$ cat src/rtl/mic_sample_capture.sv
// -----------------------------------------------------------------------------
// mic_sample_capture
//
// Captures one frame of N_SAMPLES microphone ADC readings. The sequencer
// requests it with a four-phase start/done handshake. Samples are taken once
// every DIV clk cycles from a registered copy of the ADC input. The finished
// frame is held stable with done high until start is dropped.
//
// Optional build macro:
//   MIC_DC_REMOVE_EN - store each sample with its MSB inverted. The unsigned
//                      reading then becomes a zero-centred two's-complement
//                      value (mic - 2^(SAMPLE_W-1)). Timing is unchanged.
//
// Ports:
//   clk     in   system clock, rising edge
//   reset   in   synchronous active-high reset
//   start   in   level request, four-phase handshake
//   mic     in   [SAMPLE_W-1:0] live ADC reading, unsigned
//   samples out  [N_SAMPLES*SAMPLE_W-1:0] frame; sample i at [i*SAMPLE_W +: SAMPLE_W],
//                index 0 is the oldest
//   done    out  frame complete and stable
//   busy    out  capture in progress
// -----------------------------------------------------------------------------
module mic_sample_capture #(
    parameter int N_SAMPLES = 4,
    parameter int SAMPLE_W  = 12,
    parameter int DIV       = 12500
) (
    input  logic                            clk,
    input  logic                            reset,
    input  logic                            start,
    input  logic [SAMPLE_W-1:0]             mic,
    output logic [N_SAMPLES*SAMPLE_W-1:0]   samples,
    output logic                            done,
    output logic                            busy
);

    localparam int CNT_W = (DIV > 1) ? $clog2(DIV) : 1;
    localparam int IDX_W = (N_SAMPLES > 1) ? $clog2(N_SAMPLES) : 1;
    localparam logic [CNT_W-1:0] CNT_LAST = CNT_W'(DIV - 1);
    localparam logic [IDX_W-1:0] IDX_LAST = IDX_W'(N_SAMPLES - 1);

    typedef enum logic [1:0] {
        S_IDLE,
        S_CAPTURE,
        S_DONE
    } state_t;

    state_t                 r_state;
    state_t                 w_state_next;
    logic [CNT_W-1:0]       r_cnt;
    logic [IDX_W-1:0]       r_idx;
    logic [SAMPLE_W-1:0]    r_mic_q;
    logic [SAMPLE_W-1:0]    r_samples [N_SAMPLES];
    logic                   w_tick;
    logic [SAMPLE_W-1:0]    w_store_val;

    // A sample is stored only while the request is still held. An abort that
    // lands on a tick edge takes priority and stores nothing.
    assign w_tick = (r_state == S_CAPTURE) && start && (r_cnt == CNT_LAST);

`ifdef MIC_DC_REMOVE_EN
    // Inverting the MSB is the same as subtracting half scale, read as signed.
    assign w_store_val = {~r_mic_q[SAMPLE_W-1], r_mic_q[SAMPLE_W-2:0]};
`else
    assign w_store_val = r_mic_q;
`endif

    // Next-state logic
    always_comb begin
        w_state_next = r_state;
        case (r_state)
            S_IDLE: begin
                if (start) begin
                    w_state_next = S_CAPTURE;
                end
            end
            S_CAPTURE: begin
                if (!start) begin
                    w_state_next = S_IDLE;
                end else if (w_tick && (r_idx == IDX_LAST)) begin
                    w_state_next = S_DONE;
                end
            end
            S_DONE: begin
                if (!start) begin
                    w_state_next = S_IDLE;
                end
            end
            default: w_state_next = S_IDLE;
        endcase
    end

    // State register
    always_ff @(posedge clk) begin
        if (reset) begin
            r_state <= S_IDLE;
        end else begin
            r_state <= w_state_next;
        end
    end

    // Datapath: input register, tick counter, sample index and frame storage
    always_ff @(posedge clk) begin
        if (reset) begin
            r_mic_q <= '0;
            r_cnt   <= '0;
            r_idx   <= '0;
            for (int i = 0; i < N_SAMPLES; i++) begin
                r_samples[i] <= '0;
            end
        end else begin
            r_mic_q <= mic;
            case (r_state)
                S_IDLE: begin
                    r_cnt <= '0;
                    r_idx <= '0;
                end
                S_CAPTURE: begin
                    if (w_tick) begin
                        r_samples[r_idx] <= w_store_val;
                        r_cnt            <= '0;
                        // Wraps to zero on the final sample since N_SAMPLES is
                        // a power of two; IDLE clears it again anyway.
                        r_idx            <= r_idx + 1'b1;
                    end else if (start) begin
                        r_cnt <= r_cnt + 1'b1;
                    end
                end
                default: begin
                    // DONE: frame frozen
                end
            endcase
        end
    end

    assign done = (r_state == S_DONE);
    assign busy = (r_state == S_CAPTURE);

    genvar gi;
    generate
        for (gi = 0; gi < N_SAMPLES; gi++) begin : g_pack
            assign samples[gi*SAMPLE_W +: SAMPLE_W] = r_samples[gi];
        end
    endgenerate

endmodule

$ cat config.mk
export PLATFORM = sky130hd
export DESIGN_NAME = mic_sample_capture
export DESIGN_NICKNAME = d
export VERILOG_FILES = /design/src/rtl/mic_sample_capture.sv
export SDC_FILE = /design/constraint.sdc
export NUM_CORES = 1
export LEC_CHECK = 0
export BUFFER_PORTS_ARGS = -buffer_cell sky130_fd_sc_hd__buf_2
export CORE_UTILIZATION = 55
export CTS_BUF_LIST = sky130_fd_sc_hd__clkbuf_2 sky130_fd_sc_hd__clkbuf_4 sky130_fd_sc_hd__clkbuf_8
export CTS_CLUSTER_SIZE = 28
export DETAILED_ROUTE_END_ITERATION = 16
export PLACE_DENSITY = 0.8
export RECOVER_POWER = 25
export REMOVE_ABC_BUFFERS = 1
export SETUP_SLACK_MARGIN = 0.5
export SYNTH_ARGS = -nofsm -noshare
export SYNTH_HDL_FRONTEND = slang
export SYNTH_SLANG_ARGS = --single-unit
$ cat constraint.sdc
create_clock -name clk -period 5.94 [get_ports clk]
set_input_delay 0 -clock clk [delete_from_list [all_inputs] [get_ports clk]]
set_output_delay 0 -clock clk [all_outputs]
set_load 0.03 [all_outputs]
==> Word level (Yosys, flattened, before mapping) <==
Memory sizes are Yosys's and may differ from the RTL's.
Index checks and enable logic that the tools add are counted.
{ "word_totals": {"memories": 1, "romBits": 0, "wordCells": 44, "reg_bits": 30, "latch_bits": 0, "ram_bits": 48, "output_inout_bits": 50} }
{ "op_classes": {"shifts": 0, "mul": 0, "n_div": 0, "eq_ne": 9, "n_reduce_logical": 9, "order_cmp": 0, "add_sub_neg": 2, "bitwise_logic": 0, "n_mux": 19} }
{ "memory_table": {"columns": ["name", "depth", "width", "read_ports", "rd_clocked_by_memory_dff", "wr", "line", "text"], "rows": [
  ["r_samples", 4, 12, 4, 0, 4, "54", "logic [SAMPLE_W-1:0] r_samples [N_SAMPLES];"]
]} }
{ "ops": {"columns": ["operator", "n"], "rows": [
  ["two-way mux 14 bit", 2],
  ["case mux 14 bit (2 select lines)", 1],
  ["adder 14 x 1 -> 14 bit, second input constant", 1],
  ["equality test 14 bit, second input constant", 1],
  ["two-way mux 12 bit", 1],
  ["two-way mux 2 bit", 6],
  ["OR reduction 12 bit", 1],
  ["two-way mux 1 bit", 7],
  ["inequality test 3 x 2 -> 1 bit, second input constant", 2],
  ["case mux 2 bit (3 select lines)", 1],
  ["equality test 2 bit, second input constant", 2],
  ["inequality test 2 bit, second input constant", 2],
  ["case mux 2 bit (2 select lines)", 1],
  ["AND reduction 2 bit", 2],
  ["logical AND 1 bit", 3],
  ["AND reduction 3 bit", 1],
  ["adder 2 x 1 -> 2 bit, second input constant", 1],
  ["equality test 2 x 1 -> 1 bit, second input constant", 1],
  ["zero test 2 bit", 1],
  ["inequality test 2 x 1 -> 1 bit, second input constant", 1],
  ["nonzero test 2 bit", 1]
]} }

==> Depth between registers and ports, before layout <==
{ "depth": {"depth_word": 9, "depth_mapped": 6} }

==> Least setup slack after synthesis <==
OpenSTA, ideal clock, no wires.
{ "synth_path": {"kind": "flip-flop to flip-flop", "from": "reg r_cnt[0]", "to": "mem r_samples[2][0], enable pin", "period_less_slack_ps": 2970, "path_stages_with_launch": 6, "path_buffers": 1, "arrival_time_ps": 2554, "required_time_ps": 5523, "setup_slack_ps": 2970, "cell_sequence": "dfxtp_1 ha_1 and4bb_2 nand4_4 buf_2 o41ai_1"} }
{ "synth_rtl": {"columns": ["item", "line", "text"], "rows": [
  ["start: declaration", "51", "logic [CNT_W-1:0] r_cnt;"],
  ["start signal: assignment", "127", "r_cnt <= r_cnt + 1'b1;"],
  ["end: declaration", "54", null]
]} }

==> results.py <==
metrics = {
    "global_route": {
        "grt_pass1_wl_um": 10900,
        "grt_max_degree": 28,
        "antenna_found_initial": 0,
        "first_global_vias": 2245,
        "grt_usage_pct": 24.0,
        "overflow": 0,
    },
    "die": {
        "die_area_mm2": 0.00616,
        "die_height_um": 78.5,
        "rows": 27,
        "io_pins": 65,
        "core-area_mm2": 0.00557,
        "start_util_pct": 57.7,
        "die_w_um": 78.5,
    },
    "final_layout": {
        "fill_cells": 430,
        "multiInputGateArea_mm2": 0.00111,
        "seqCellArea_mm2": 0.00204,
        "drive_gt1_share_pct": 16.7,
        "final_area_mm2": 0.00388,
        "diodes": 0,
        "area_delta_synth_final_pct": 20.8,
        "nNetsFinal": 354,
    },
    "sta": {
        "rsz0062_at_grt": "no",
        "holdWs_ns": 0.0789,
        "setup_ws_ns": 3.40,
        "slew_headroom_pct": 25.6,
        "worstMarginPinSlew_ns": 1.11,
        "clock.fmax_mhz": 394,
        "hold_viol": 0,
        "finalWorstPathRequiredPeriod_ns": 2.54,
        "setup_viol": 0,
        "period_share_pct": 42.8,
        "slew_violations": 0,
        "finClkSkew_ns": 0.00492,
        "finalSetupTns_ns": 0,
    },
    "clock_network": {
        "cts_root_buffer": "clkbuf_8",
        "h-tree-depth": 3,
        "clkSlewWorstSetupHoldPaths_ns": 0.08,
        "postCtsSetupRepairBufs": 0,
        "cts_buffers": 9,
        "clock-sinks": 78,
        "clk-insertion-delay-late_ns": 0.34,
        "cts.path.max_buffers": 2,
        "tritoncts": "built",
    },
    "route": {
        "wl_per_cell_um": 16.7,
        "drc_errors": 0,
        "vias": 2300,
        "wirelength_um": 6900,
        "first_pass_iters": 4,
        "vias_per_cell": 5.56,
        "drt-initial-drc-count": 182,
        "ant_nets": 0,
    },
    "logic_synthesis": {
        "synth_area_leaders": "edfxtp_1 (45%), dfxtp_1 (19%), and2_1 (10%), nor2b_1 (2.9%), nand2_1 (1.9%)",
        "synthesis.area_mm2": 0.00322,
        "synth-seq-cells": 78,
        "yosysWarningCount": 0,
        "synth.distinct_cells": 51,
        "synth_top_area_share_pct": 44.8,
        "yosysSeqAreaShare_pct": 63.5,
        "synth_top_area_cell": "edfxtp_1",
        "avgSynthCellArea_um2": 12.4,
        "synthCells": 260,
    },
    "placement": {
        "place_area_mm2": 0.00359,
        "place.gp.congestion": 0.873,
        "hpwl_um": 4550,
        "portBuffers": 64,
        "dp_slack_ns": 3.44,
    },
    "job": {
        "maxCapViolCount": 0,
    },
    "power_and_ir_drop": {
        "vdd_drop_max_mv": 0.138,
        "power_density_mw_per_mm2": 289,
        "p_leak_nw": 1.40,
    },
    "worst_setup_path": {
        "startpoint_type": "register",
        "critPathKind": "register to register",
        "cp-end-kind": "register",
        "worstPathMaxFanout": 17,
        "crit_arrival_ns": 2.57,
        "required_ns": 5.96,
    },
    "status": {
        "outcome": "completed",
    },
    "min_path": {
        "hold_class": "input port to register",
    },
}
==> final timing paths <==
kind	from	to	slack [ns]	cells after the start
setup / recovery	r_cnt[0]$_SDFFE_PP0P_	r_samples[1][5]$_SDFFCE_PN0P_	3.40	5
hold / removal	start	r_state[0]$_SDFFE_PP0P_	0.08	3
setup reg to reg	r_cnt[0]$_SDFFE_PP0P_	r_samples[1][5]$_SDFFCE_PN0P_	3.40	5
hold reg to reg	r_cnt[0]$_SDFFE_PP0P_	r_cnt[0]$_SDFFE_PP0P_	0.53	2
==> report_power, final <==
group          total (mW)  leakage, nW  switching, mW  internal, mW
Clock               0.434        0.114          0.196         0.239
Sequential          0.604        0.701         0.0103         0.594
Combinational      0.0842        0.583         0.0614        0.0228
==> sequential cells by signal, summed over array words and instances, names as in the netlist <==
signal,count
r_samples,48
r_cnt,14
r_state,2
r_mic_q,12
r_idx,2
==> kinds of logic after synthesis <==
kind of cell	after synthesis	synth area share, %
and+or+nand+nor	135	27.2
DFF	78	63.5
AOI/OAI and AO/OA	28	6.03
buffers and inverters	16	2.26
adders and majority gates	2	0.778
xor gates and xnor gates	1	0.272
==> cells in the mapped netlist, drive strengths merged <==
cell	n
and3	3
nand4b	1
and4bb	2
o41ai	1
nand4bb	1
o2111ai	2
and2	53
a21oi	5
nand2	16
inv	5
and4	1
a41oi	1
and3b	1
o221ai	1
o211ai	2
nor3	2
xor2	1
or4b	1
nand3b	1
nor4b	2
nor2	6
ha	2
nand2b	1
buf	6
or3	5
o211a	1
nor4	3
a31oi	4
a32o	2
nor2b	15
o311ai	1
nand4	7
nor4bb	1
a31o	1
edfxtp	48
or4	1
dfxtp	30
o21ai	6
a22oi	1
or2	2
nand3	9
clkbuf	5
nor3b	1
==> repair_timing <==
action                    in CTS  in global routing
hold endpoints to repair      12                  0
gates resized for setup        0                  0
hold buffers                  12                  0
==> per-layer routing <==
layer / vias up / part of all wire (%) / global-route usage (%)
met5: - / 0 / 0
met4: 0 / 1.9 / 11.5
met3: 12 / 6.4 / 6.28
met2: 94 / 50 / 40.6
met1: 1101 / 41 / 28.5
li1: 1093 / - / -
==> cell usage in the layout (no fill, tap or decap), types with 3 or more instances in the layout <==
| cell type | count |
|---|---|
| a21oi_1 | 5 |
| a31oi_1 | 4 |
| and2_1 | 53 |
| and3_1 | 3 |
| buf_2 | 29 |
| clkbuf_1 | 35 |
| clkbuf_8 | 9 |
| dfxtp_1 | 30 |
| dlygate4sd3_1 | 12 |
| edfxtp_1 | 48 |
| inv_1 | 5 |
| nand2_1 | 16 |
| nand3_1 | 9 |
| nand4_1 | 6 |
| nor2_1 | 5 |
| nor2b_1 | 15 |
| o21ai_0 | 6 |
| or3_1 | 5 |
==> stage by stage <==
step | util [%] | total power, mW | cells
after floorplan | - | 0.665 | 249
after global placement | 64.4 | 0.696 | 386
after detailed placement | 64.4 | 0.697 | 386
after CTS | 70.5 | 1.13 | 414
after global routing | 69.7 | 1.16 | 414
final | 69.7 | 1.12 | 414
==> layout make-up <==
type / count / share of cell area, %
inverters: 5 / 0.483
clock buffers: 9 / 3.19
repair buffers: 77 / 10.4
flip-flops and latches: 78 / 52.6
well taps: 72 / 2.32
clock inverters: 7 / 2.48
multi-input cells: 166 / 28.6
==> critical path, cell delays in order, from the launching register on <==
cell and delay [ns]:
dfxtp_1 0.40, ha_1 0.26, and4bb_2 0.28, nand4_4 0.29, nor4b_4 0.59, or2_2 0.40
(Power assumes the default switching activity.)
